$ cat src/rtl/des_ip_pair_if.sv
// rtl/des_ip_pair_if.sv - block/result bus for the DES IP / IP^-1 pair
interface des_ip_pair_if;
  logic [63:0] data_in;
  logic        in_valid;
  logic [63:0] ip_out;
  logic [63:0] ip_inv_out;
  logic        out_valid;

  modport master (
    output data_in, in_valid,
    input  ip_out, ip_inv_out, out_valid
  );

  modport slave (
    input  data_in, in_valid,
    output ip_out, ip_inv_out, out_valid
  );
endinterface

$ cat src/rtl/des_ip_pair.sv
// rtl/des_ip_pair.sv - DES initial permutation, its inverse, and a registered wrapper
// Bit position k (1..64, MSB first) lives at vector index 64-k.
module IP (
  input  logic [63:0] d_i,
  output logic [63:0] d_o
);
  for (genvar r = 0; r < 8; r++) begin : g_row
    for (genvar c = 0; c < 8; c++) begin : g_col
      localparam int SRC = (r < 4) ? (58 + 2*r - 8*c) : (57 + 2*(r-4) - 8*c);
      assign d_o[63-(8*r+c)] = d_i[64-SRC];
    end
  end
endmodule

module inv_IP (
  input  logic [63:0] d_i,
  output logic [63:0] d_o
);
  for (genvar r = 0; r < 8; r++) begin : g_row
    for (genvar c = 0; c < 8; c++) begin : g_col
      localparam int SRC = (c % 2 == 0) ? (40 - r + 4*c) : (8 - r + 4*(c-1));
      assign d_o[63-(8*r+c)] = d_i[64-SRC];
    end
  end
endmodule

module des_ip_pair (
  input  logic             clk,
  input  logic             rst_n,
  des_ip_pair_if.slave     bus_if
);
  logic [63:0] ip_w;
  logic [63:0] fp_w;
  logic [63:0] ip_q, ip_d;
  logic [63:0] inv_q, inv_d;
  logic        valid_q, valid_d;

  IP u_ip (
    .d_i (bus_if.data_in),
    .d_o (ip_w)
  );

  // Round-trip path: inverse is fed from the forward permutation, not data_in.
  inv_IP u_inv_ip (
    .d_i (ip_w),
    .d_o (fp_w)
  );

  always_comb begin
    ip_d    = ip_q;
    inv_d   = inv_q;
    valid_d = bus_if.in_valid;
    if (bus_if.in_valid) begin
      ip_d  = ip_w;
      inv_d = fp_w;
    end
  end

  always_ff @(posedge clk or negedge rst_n) begin
    if (!rst_n) begin
      ip_q    <= '0;
      inv_q   <= '0;
      valid_q <= 1'b0;
    end else begin
      ip_q    <= ip_d;
      inv_q   <= inv_d;
      valid_q <= valid_d;
    end
  end

  assign bus_if.ip_out     = ip_q;
  assign bus_if.ip_inv_out = inv_q;
  assign bus_if.out_valid  = valid_q;
endmodule

$ cat src/flat_wrapper.sv
// flat-port wrapper written by rule: the top's interface ports become plain ports
module des_ip_pair_flat 
  (clk, rst_n, bus_if_data_in, bus_if_in_valid, bus_if_ip_out, bus_if_ip_inv_out, bus_if_out_valid);
  des_ip_pair_if bus_if_i ();
  input  logic clk;
  input  logic rst_n;
  input wire logic [$bits(bus_if_i.data_in)-1:0] bus_if_data_in;
  input wire logic [$bits(bus_if_i.in_valid)-1:0] bus_if_in_valid;
  output wire logic [$bits(bus_if_i.ip_out)-1:0] bus_if_ip_out;
  output wire logic [$bits(bus_if_i.ip_inv_out)-1:0] bus_if_ip_inv_out;
  output wire logic [$bits(bus_if_i.out_valid)-1:0] bus_if_out_valid;
  assign bus_if_i.data_in = bus_if_data_in;
  assign bus_if_i.in_valid = bus_if_in_valid;
  assign bus_if_ip_out = bus_if_i.ip_out;
  assign bus_if_ip_inv_out = bus_if_i.ip_inv_out;
  assign bus_if_out_valid = bus_if_i.out_valid;
  des_ip_pair u_core (.clk(clk), .rst_n(rst_n), .bus_if(bus_if_i));
endmodule
$ cat config.mk
export PLATFORM = sky130hd
export DESIGN_NAME = des_ip_pair_flat
export DESIGN_NICKNAME = d
export VERILOG_FILES = /design/src/rtl/des_ip_pair_if.sv /design/src/rtl/des_ip_pair.sv /design/src/flat_wrapper.sv
export SDC_FILE = /design/constraint.sdc
export NUM_CORES = 1
export LEC_CHECK = 0
export BUFFER_PORTS_ARGS = -buffer_cell sky130_fd_sc_hd__buf_4
export CORE_UTILIZATION = 47
export DETAILED_ROUTE_END_ITERATION = 8
export PLACE_DENSITY = 0.78
export SYNTH_ARGS = -nofsm -noshare
export SYNTH_HDL_FRONTEND = slang
export SYNTH_HIERARCHICAL = 1
export SYNTH_SLANG_ARGS = --single-unit
$ cat constraint.sdc
create_clock -name clk -period 0.85 [get_ports clk]
set_clock_uncertainty 0.2 [all_clocks]
set_input_delay 0 -clock clk [delete_from_list [all_inputs] [get_ports clk]]
set_output_delay 0 -clock clk [all_outputs]
set_load 0.03 [all_outputs]
**Word level (Yosys, flattened, before mapping)**

Index checks and enable logic that the tools add are counted.

- Bits in registers: 129
- Input port bits: 67
- Word-level logic and storage cells: 3

**Logic depth before layout (Yosys ltp)**

Gate-level depths: netlist of run 1.

- Depth after elaboration: 0
- Depth in mapped cells: 3
- Gate-level depth less buffers: 1

**Hierarchy**

The synthesis of run 1 kept the hierarchy.

By module, submodules not included:

| module | instances | cells an instance | area each (µm²) | sequential area each (µm²) |
|---|---|---|---|---|
| des_ip_pair | 1 | 271 | 4847.1 | 3228.1 |
| IP | 1 | 64 | 480.5 | 0.0 |
| inv_IP | 1 | 64 | 480.5 | 0.0 |

**Worst setup path before layout of run 1**

Ideal clock, no wire load.

- Path type: flip-flop to flip-flop
- From: register, netlist name u_core/bus_if.ip_inv_out[12]
- To: register u_core.inv_q[12], in the netlist u_core/bus_if.ip_inv_out[12]
- Setup time: 125 ps
- Arrival time: 756 ps
- Required time: 525 ps
- Setup slack: -231 ps
- Cell stages (with the launch flop): 2
- Buffers on the path: 0
- Path through: dfrtp_1 -> mux2_2

RTL lines:

| item | line | source |
|---|---|---|
| end signal, assigned | des_ip_pair.sv:66 | `inv_q <= inv_d;` |
| end, declared | des_ip_pair.sv:35 | `logic [63:0] inv_q, inv_d;` |

**Worst setup path after layout of run 1**

- From: register u_core.inv_q[10], in the netlist u_core/bus_if.ip_inv_out[10]
- To: output port bus_if_ip_inv_out[10]

RTL lines:

| item | line | source |
|---|---|---|
| end, declared | flat_wrapper.sv:10 | `output wire logic [$bits(bus_if_i.ip_inv_out)-1:0] bus_if_ip_inv_out;` |

No word-level cell between the ends.

==> run summary, run 1 <==
### Status
- complete, but fails checks — result of the run
- hold timing, setup timing — violations in the final reports

### Yosys
- 399 — Post-Syn Instances
- 6 — Yosys warning total
- 129 — synthesized flop and latch total
- 0.556 — post-synthesis sequential area ratio
- 466 — net count after synthesis
- 0.556 — fraction of synthesized cell area taken by the top area cell type
- dfrtp_1 — post-synth top area cell
- 0.00581 mm2 — netlist area before placement
- 5 — synth unique cells
- 14.6 um2 — average cell area after synthesis
- dfrtp_1 (56%), mux2_2 (25%), buf_4 (17%), clkbuf_8 (1.9%), buf_6 (1.2%) — top post-synthesis cells by area

### Placed design
- 0.703 — GPL Wtd Cong
- 0.00697 mm2 — DP Area
- 656 — placed cell count
- 7660 um — Detailed Place HPWL
- 195 — count of buffers from port buffering

### Worst setup path
- flop — Worst Setup Start Kind
- 0.65 ns — data required time at the worst endpoint
- 1.08 ns — Arr. time, crit path
- 2 — highest net fanout along the worst path
- 0.43 ns — Largest stage delay, worst path
- buf_6 -> buf_6 — cell-by-cell listing of the critical path
- dfrtp_2 — Critical-path top delay cell
- flop to primary output — category of the critical setup timing path
- primary output — endpoint type of the worst setup path
- buf_6 — most repeated library cell on the critical path

### Final layout
- 785 — final cell count without fillers
- 596 — fill count
- 0.00932 mm2 — cell area after layout
- 0.887 — layout cells sized above 1
- 693 — post-layout net count
- 0.776 — final core utilization
- 60.5% — synthesis-to-layout area growth
- 0 — ANT cells

### Detailed routing
- 4.71 — routed vias/inst
- 3,698 — total number of vias
- 18.5 um — average wire length per cell after detail routing
- 136 — initial detailed-routing violation count
- 0 — # DRC
- 4 — TritonRoute pass-1 iters
- 0 — number of nets still failing antenna checks after routing
- 14,500 um — wirelength, routed

### Die
- 196 — num ports
- 113 um — die outline width
- 40 — number of cell rows
- 0.0128 mm2 — area of the die
- 0.484 — Initial Utilization
- 0.0120 mm2 — Placeable Area
- 113 um — die height

### Clock network
- 0.06 ns — Reg clk slew, reported paths
- 0.40 ns — insertion delay of the later-clocked pin in the worst-skew pair
- 17 — number of buffers added by the clock tree synthesis step
- 129 — TritonCTS Sinks
- clkbuf_16 — root buffer cell
- 4 — number of levels in the clock H-tree
- 2 — buffer levels on the longest clock path
- built — CTS tree

### Timing
- -0.249 ns — worst hold-check slack
- 0.612 — normalized max-slew margin
- 1.28 ns — Period minus WS final
- -0.432 ns — slack of the critical path
- 0.780 GHz — Max Clk Rate
- 48 — number of hold violations in the final report
- 0.580 ns — worst slew pin tran
- 382 — setup-violating endpoint count in the final report
- -76.22 ns — setup TNS after final layout
- 0 — max-slew violation count
- 1.51 — ratio of final minimum period to clock period
- true — setup repair after global routing missed its margin

### GRT
- 0 — overflow left after global routing
- 0 — antenna violations before repair
- 4,114 — via count of the first global-routing pass
- 21,100 um — first-pass GRT wire length
- 0.221 — global-route usage over all layers
- 46 — maximum number of pins on one net before global-route repair

### Power and ir drop
- 19,400 uW — total power
- 1.28 mV — peak supply drop
- 0.00422 uW — static leakage
- 2080 mW/mm2 — power per cell area

### Min path
- input pin to flop — worst hold path class

### Run
- 0 — Maximum Capacitance Violations

## synth_stat cells
master and instances:
clkbuf_8 8, buf_4 128, dfrtp_1 129, mux2_2 128, buf_6 6
## sequential cells by signal, indices dropped and copies added, names as in the netlist
register,count
u_core/bus_if.ip_inv_out,64
u_core/bus_if.out_valid,1
u_core/bus_if.ip_out,64
## cell usage in the layout (no fill, tap or decap), drive strengths merged
| master | Yosys | layout |
|---|---|---|
| buf | 134 | 284 |
| clkinv | 0 | 3 |
| dfrtp | 129 | 129 |
| clkinvlp | 0 | 1 |
| bufinv | 0 | 1 |
| dlygate4sd3 | 0 | 66 |
| clkbuf | 8 | 26 |
| mux2 | 128 | 128 |
## power by group
group | switching, uW | total, uW | internal [uW]
registers | 512 | 7390 | 6880
logic | 2350 | 5240 | 2890
clock network | 2490 | 6790 | 4300
total | 5350 | 19400 | 14100
## worst max-delay path: cells and delay by family (launching register included)
| kind | cells | cell delay (ns) |
|---|---|---|
| flip-flops | 1 | 0.43 |
| buffers and inverters | 2 | 0.25 |
## logic make-up (layout without fill, tap and decap cells)
logic type             count (synthesis)  in the layout  synth area share
buffers and inverters                142            381             0.196
flip-flops                           129            129             0.556
multiplexers                         128            128             0.248
## cell type report
class / count / area (um2) / share of cell area
clock buffer: 26 / 499 / 0.0536
timing repair buffer: 350 / 3630 / 0.390
tap: 147 / 184 / 0.0197
multi-input combinational: 128 / 1570 / 0.168
sequential: 129 / 3390 / 0.363
clock inverter: 5 / 52.6 / 0.00564
## routing by layer
metal,routed length [um],global-route usage,up-vias,share of wire
li1,-,-,1666,-
met1,5150,0.219,1851,0.35
met2,8000,0.418,146,0.55
met3,989,0.0686,35,0.068
met4,395,0.104,0,0.027
met5,0,0,-,0
## through the flow
stage,worst slack (ns),hold slack [ns]
floorplan,-0.196,-0.496
global placement,-0.280,-0.356
detailed placement,-0.314,-0.352
CTS,-0.427,-0.203
global route,-0.456,-0.252
finish,-0.432,-0.249
## path summary, 6_finish.rpt
kind                                                   start  slack (ns)                          end  cells past startpoint
worst max-delay path            u_core/bus_if.ip_inv_out[10]       -0.43        bus_if_ip_inv_out[10]                      2
worst min-delay path                         bus_if_in_valid       -0.25      u_core/bus_if.ip_out[4]                      2
worst max register to register   u_core/bus_if.ip_inv_out[3]       -0.29  u_core/bus_if.ip_inv_out[3]                      2
worst min register to register      u_core/bus_if.ip_out[29]        0.33     u_core/bus_if.ip_out[29]                      1
max in group asynchronous                              rst_n       -0.13     u_core/bus_if.ip_out[36]                      3
min in group asynchronous                              rst_n       -0.08     u_core/bus_if.ip_out[16]                      2
## timing repair
item	in CTS	in global routing
setup buffers	9	24
hold buffers	66	2
cloned	0	0
endpoints found under the setup margin	257	383
endpoints found under the hold margin	258	183
gates resized for setup	183	58
(Power assumes the default switching activity.)
==> run 2: changes to the inputs <==
clock period = 1.1 ns   (was 0.85 ns; I/O delays follow)
==> run 2 against run 1 <==
Net effect:
- the run still ends with hold timing, setup timing left
- final area is 7.7% lower
- sequential share of layout area is 1.2 points higher
- register-to-register slack better by 0.27 ns
- via count is 4.9% lower
- final cell count is 5.0% lower
- critical path type unchanged
- critical endpoint is now bus_if_ip_out[41]
==> run summary, run 2 (synthesized netlist as in run 1, its figures left out) <==
### Die
- 113 um — die outline width, unchanged
- 0.0128 mm2 — area of the die, unchanged
- 0.484 — Initial Utilization, unchanged
- 196 — num ports, unchanged
- 113 um — die height, unchanged
- 40 — number of cell rows, unchanged
- 0.0120 mm2 — Placeable Area, unchanged

### Final layout
- 0.716 — final core utilization, -0.0600
- 0 — ANT cells, unchanged
- buf_6 (147), dfrtp_1 (129), mux2_2 (118) — leading cell types in the layout, fill and taps excluded
- 732 — fill count, +23%
- 655 — post-layout net count, -5.5%
- 0.00860 mm2 — cell area after layout, -7.7%
- 0.673 — layout cells sized above 1, -0.214
- buf_6 — most common library cell in the layout ignoring fill and taps
- 48.1% — synthesis-to-layout area growth

### Worst setup path
- u_core/bus_if.ip_out[48] — Reg2Reg Launch Point
- buf_6 — cell-by-cell listing of the critical path
- u_core/bus_if.ip_out[48] — capture instance of the worst register-to-register path
- flop — Worst Setup Start Kind
- 2 — highest net fanout along the worst path, unchanged
- 2 — number of cells on the worst reg-to-reg path, unchanged
- flip-flops — cell family with the largest share of critical-path delay
- -0.02 ns — register-to-register setup slack, +0.27 ns
- 0.90 ns — data required time at the worst endpoint, +0.25 ns
- dfrtp_1 — Critical-path top delay cell
- primary output — endpoint type of the worst setup path
- 0.42 ns — Largest stage delay, worst path, about the same
- flop to primary output — category of the critical setup timing path
- 1 — number of buffer and inverter instances along the worst setup path, -1
- 0.99 ns — Arr. time, crit path, -0.09 ns

### Clock network
- 4 — number of levels in the clock H-tree, unchanged
- 2 — buffer levels on the longest clock path, unchanged
- 0.05 ns — Reg clk slew, reported paths, about the same
- 129 — TritonCTS Sinks, unchanged
- built — CTS tree
- 17 — number of buffers added by the clock tree synthesis step, unchanged
- clkbuf_16 — root buffer cell
- 65 — number of buffers added to fix hold violations after cts, -1.5%
- 0.40 ns — insertion delay of the later-clocked pin in the worst-skew pair, about the same

### Timing
- -0.198 ns — worst hold-check slack, +0.0509 ns
- 1.08 — ratio of final minimum period to clock period
- 0.790 — normalized max-slew margin, +0.178
- 0.315 ns — worst slew pin tran, -0.265 ns
- 139 — setup-violating endpoint count in the final report, -64%
- 55 — number of hold violations in the final report, +15%
- 0.840 GHz — Max Clk Rate
- -5.75 ns — setup TNS after final layout, +70.47 ns
- 0 — max-slew violation count, unchanged
- true — setup repair after global routing missed its margin
- -0.0900 ns — slack of the critical path, +0.342 ns
- 1.19 ns — Period minus WS final

### Min path
- bus_if_in_valid — critical hold path startpoint
- u_core/bus_if.out_valid — Worst Hold Endpoint
- 2 — Cells on Worst Hold Path, unchanged
- input pin to flop — worst hold path class

### Power and ir drop
- 1710 mW/mm2 — power per cell area, -18%
- 0.00401 uW — static leakage, -4.8%
- 0.969 mV — peak supply drop, -24%
- 14,700 uW — total power, -24%

### Placed design
- 0.00647 mm2 — DP Area, -7.1%
- 195 — count of buffers from port buffering, unchanged
- 7140 um — Detailed Place HPWL, -6.7%
- 0.668 — GPL Wtd Cong, -5.0%

### GRT
- 20,200 um — first-pass GRT wire length, -4.2%
- 46 — maximum number of pins on one net before global-route repair, unchanged
- 0.210 — global-route usage over all layers, -0.0110
- 3,984 — via count of the first global-routing pass, -3.2%
- 0 — overflow left after global routing, unchanged
- 0 — antenna violations before repair, unchanged

### Status
- hold timing, setup timing — violations in the final reports
- complete, but fails checks — result of the run

### Detailed routing
- 4.71 — routed vias/inst, about the same
- 17.8 um — average wire length per cell after detail routing, -4.0%
- 114 — initial detailed-routing violation count, -16%
- 3,517 — total number of vias, -4.9%
- 0 — # DRC, unchanged
- 0 — number of nets still failing antenna checks after routing, unchanged
- 13,300 um — wirelength, routed, -8.7%
- 4 — TritonRoute pass-1 iters, unchanged

### Run
- 0 — Maximum Capacitance Violations, unchanged

## run 2: worst max path at each step
stage | start | cells after the start | to
final | u_core/bus_if.ip_out[41] | 1 | bus_if_ip_out[41]
after global routing | u_core/bus_if.ip_out[41] | 1 | bus_if_ip_out[41]
after CTS | u_core/bus_if.ip_inv_out[29] | 1 | bus_if_ip_inv_out[29]
after detailed placement | bus_if_in_valid | 3 | u_core/bus_if.ip_out[59]
after global placement | bus_if_in_valid | 3 | u_core/bus_if.ip_out[7]
after floorplan | u_core/bus_if.ip_inv_out[61] | 1 | u_core/bus_if.ip_inv_out[61]
## run 2: cell type report
type / count / area, um2 / area share
sequential: 129 / 3230 / 0.375
timing repair buffer: 312 / 3120 / 0.363
multi-input combinational: 128 / 1480 / 0.172
clock buffer: 25 / 515 / 0.0599
tap: 147 / 184 / 0.0214
clock inverter: 5 / 75.1 / 0.00873
## run 2: metal layers
metal / part of all wire / GRT usage / wire (um) / vias up
met5: 0 / 0 / 0 / -
met4: 0.026 / 0.0982 / 341 / 0
met3: 0.057 / 0.0686 / 760 / 26
met2: 0.55 / 0.383 / 7320 / 134
met1: 0.36 / 0.218 / 4830 / 1761
li1: - / - / - / 1596
## run 2: per-stage QoR
| stage | hold WS (ns) | worst slack (ns) | cells |
|---|---|---|---|
| 3_5_place_dp | -0.283 | -0.0137 | 611 |
| 2_1_floorplan | -0.496 | 0.0191 | 399 |
| 3_3_place_gp | -0.291 | 0.0146 | 611 |
| 5_1_grt | -0.204 | -0.129 | 746 |
| 4_1_cts | -0.219 | -0.0745 | 730 |
| 6_report | -0.198 | -0.0900 | 746 |
## run 2: repair_timing
| item | in CTS | in global routing |
|---|---|---|
| buffers inserted | 24 | 16 |
| endpoints found under the setup margin | 129 | 150 |
| gates resized for setup | 130 | 27 |
| hold endpoints to repair | 258 | 48 |
## run 2: power by group
part           total, uW  switching (uW)  internal (uW)
logic               3580            1700           1880
clock network       5560            1900           3660
registers           5610             378           5230
==> run 3: changes to the inputs <==
CAP_MARGIN = 20   (was not set)
GPL_TIMING_DRIVEN = 0   (was not set)
==> run 3 against run 2 <==
Net effect:
- the run still ends with hold timing, setup timing left
- non-clock buffer count increased by 62
- global-route usage increased by 1.5 points
- critical path depth unchanged
- sequential power about the same
- final cell count increased by 8.4%
- die area unchanged
- clock power decreased by 4%
- register-to-register slack about the same
- power decreased by 0.37%
- sequential share of layout area decreased by 1.8 points
- worst setup slack improved by 0.017 ns
- via count increased by 6.5%
- critical path type unchanged
- largest cell class is now non-clock buffers
==> run summary, run 3 (synthesized netlist as in run 1, its figures left out) <==
### Detailed routing
- 4 — TritonRoute pass-1 iters, unchanged
- 3,747 — total number of vias, +6.5%
- 14,100 um — wirelength, routed, +6.6%
- 0 — # DRC, unchanged
- 0 — number of nets still failing antenna checks after routing, unchanged
- 4.63 — routed vias/inst, -1.8%
- 17.5 um — average wire length per cell after detail routing, -1.7%
- 116 — initial detailed-routing violation count, +1.8%

### Worst setup path
- 0.97 ns — Arr. time, crit path, -0.02 ns
- 2 — number of cells on the worst reg-to-reg path, unchanged
- 1 — cell count along the critical path, unchanged
- 0.41 ns — Largest stage delay, worst path, about the same
- -0.03 ns — register-to-register setup slack, about the same
- u_core/bus_if.ip_out[40] — startpoint of the most critical setup path
- u_core/bus_if.ip_out[40] — Reg2Reg Launch Point
- u_core/bus_if.ip_out[40] — capture instance of the worst register-to-register path
- flip-flops — cell family with the largest share of critical-path delay
- 2 — highest net fanout along the worst path, unchanged
- 0.90 ns — data required time at the worst endpoint, about the same
- primary output — endpoint type of the worst setup path
- buf_6 — cell-by-cell listing of the critical path
- 1 — number of buffer and inverter instances along the worst setup path, unchanged
- dfrtp_1 — Critical-path top delay cell
- flop — Worst Setup Start Kind
- bus_if_ip_out[40] — worst setup path endpoint
- flop to primary output — category of the critical setup timing path

### Final layout
- 717 — post-layout net count, +9.5%
- 0.752 — final core utilization, +0.0355
- 809 — final cell count without fillers, +8.4%
- buf_4 (153), buf_6 (148), dfrtp_1 (129) — leading cell types in the layout, fill and taps excluded
- 677 — fill count, -7.5%
- buf_4 — most common library cell in the layout ignoring fill and taps
- 0.701 — layout cells sized above 1, +0.0281
- 55.4% — synthesis-to-layout area growth
- 0 — ANT cells, unchanged

### Timing
- true — setup repair after global routing missed its margin
- 0.528 ns — worst slew pin tran, +0.213 ns
- -0.0735 ns — slack of the critical path, +0.0165 ns
- 138 — setup-violating endpoint count in the final report, -0.72%
- 1.07 — ratio of final minimum period to clock period, -0.0150
- -0.660 ns — worst hold-check slack, -0.462 ns
- -5.39 ns — setup TNS after final layout, +0.363 ns
- 0.648 — normalized max-slew margin, -0.142
- 138 — number of hold violations in the final report, +150%
- 0 — max-slew violation count, unchanged
- 1.17 ns — Period minus WS final, -0.0165 ns
- 0.852 GHz — Max Clk Rate, +1.4%

### Clock network
- built — CTS tree
- 4 — number of levels in the clock H-tree, unchanged
- 64 — number of buffers added to fix hold violations after cts, -1.5%
- 129 — TritonCTS Sinks, unchanged
- 0.41 ns — insertion delay of the later-clocked pin in the worst-skew pair, about the same
- 17 — number of buffers added by the clock tree synthesis step, unchanged
- 2 — buffer levels on the longest clock path, unchanged
- 0.05 ns — Reg clk slew, reported paths, about the same
- clkbuf_16 — root buffer cell

### Min path
- input pin to asynchronous set/reset pin — worst hold path class

### Placed design
- 8300 um — Detailed Place HPWL, +16%
- 678 — placed cell count, +11%
- 131 — count of buffers from port buffering, -33%
- 0.720 — GPL Wtd Cong, +7.8%

### Die
- 40 — number of cell rows, unchanged
- 113 um — die outline width, unchanged
- 196 — num ports, unchanged
- 0.0120 mm2 — Placeable Area, unchanged
- 0.0128 mm2 — area of the die, unchanged
- 113 um — die height, unchanged
- 0.484 — Initial Utilization, unchanged

### Status
- complete, but fails checks — result of the run
- hold timing, setup timing — violations in the final reports

### GRT
- 0 — overflow left after global routing, unchanged
- 21,500 um — first-pass GRT wire length, +6.1%
- 4,108 — via count of the first global-routing pass, +3.1%
- 76 — maximum number of pins on one net before global-route repair, +65%
- 0.225 — global-route usage over all layers, +0.0149
- 0 — antenna violations before repair, unchanged

### Power and ir drop
- 0.00428 uW — static leakage, +6.6%
- 1.09 mV — peak supply drop, +12%
- 1630 mW/mm2 — power per cell area, -5.1%

### Run
- 0 — Maximum Capacitance Violations, unchanged

## run 3: cell types whose count changed in the layout (fill, tap and decap cells not counted), sizes merged
cell | before | now
buf | 247 | 302
clkbuf | 25 | 33
dlygate4sd3 | 65 | 64
clkinv | 3 | 4
## run 3: final cells by class
cell class / instances / area [um2] / share of cell area
repair buffers: 232 / 2450 / 0.272
multi-input cells: 128 / 1460 / 0.161
clock inverters: 6 / 80.1 / 0.00887
well taps: 147 / 184 / 0.0204
flip-flops and latches: 129 / 3230 / 0.358
plain buffers: 142 / 1140 / 0.126
clock buffers: 25 / 485 / 0.0538
## run 3: per-stage QoR
| stage | setup WS [ns] | total power (uW) | instance area, um2 |
|---|---|---|---|
| after detailed placement | -0.0898 | 8560 | 7010 |
| after global routing | -0.110 | 15300 | 9030 |
| final | -0.0735 | 14700 | 9030 |
| after CTS | -0.0797 | 14700 | 8860 |
| after floorplan | 0.0191 | 7440 | 5810 |
| after global placement | -0.540 | 8460 | 6980 |
## run 3: where the power goes
group	internal [uW]	switching [uW]	total, uW	leakage [uW]
Combinational	1980	1740	3720	0.00249
Sequential	5230	368	5600	0.00151
Clock	3490	1880	5360	0.000281
## run 3: timing repair
item | CTS | global route
buffers inserted | 22 | 14
gates resized for setup | 129 | 16
setup endpoints to repair | 129 | 145
hold endpoints to repair | 258 | 138
## run 3: layer usage
| metal | wire (um) | share of wire | GRT usage | up-vias |
|---|---|---|---|---|
| li1 | - | - | - | 1716 |
| met1 | 5330 | 0.38 | 0.237 | 1869 |
| met2 | 7700 | 0.54 | 0.411 | 131 |
| met3 | 767 | 0.054 | 0.0664 | 31 |
| met4 | 338 | 0.024 | 0.105 | 0 |
| met5 | 0 | 0 | 0 | - |
## run 3: worst min path at each step
| stage | depth (start not counted) | startpoint | endpoint |
|---|---|---|---|
| 6_report | 1 | rst_n | u_core/bus_if.ip_out[60] |
| 5_1_grt | 1 | rst_n | u_core/bus_if.ip_out[60] |
| 4_1_cts | 1 | rst_n | u_core/bus_if.ip_inv_out[22] |
| 3_5_place_dp | 1 | rst_n | u_core/bus_if.ip_inv_out[22] |
| 3_3_place_gp | 1 | bus_if_in_valid | u_core/bus_if.out_valid |
| 2_1_floorplan | 0 | rst_n | u_core/bus_if.ip_inv_out[0] |
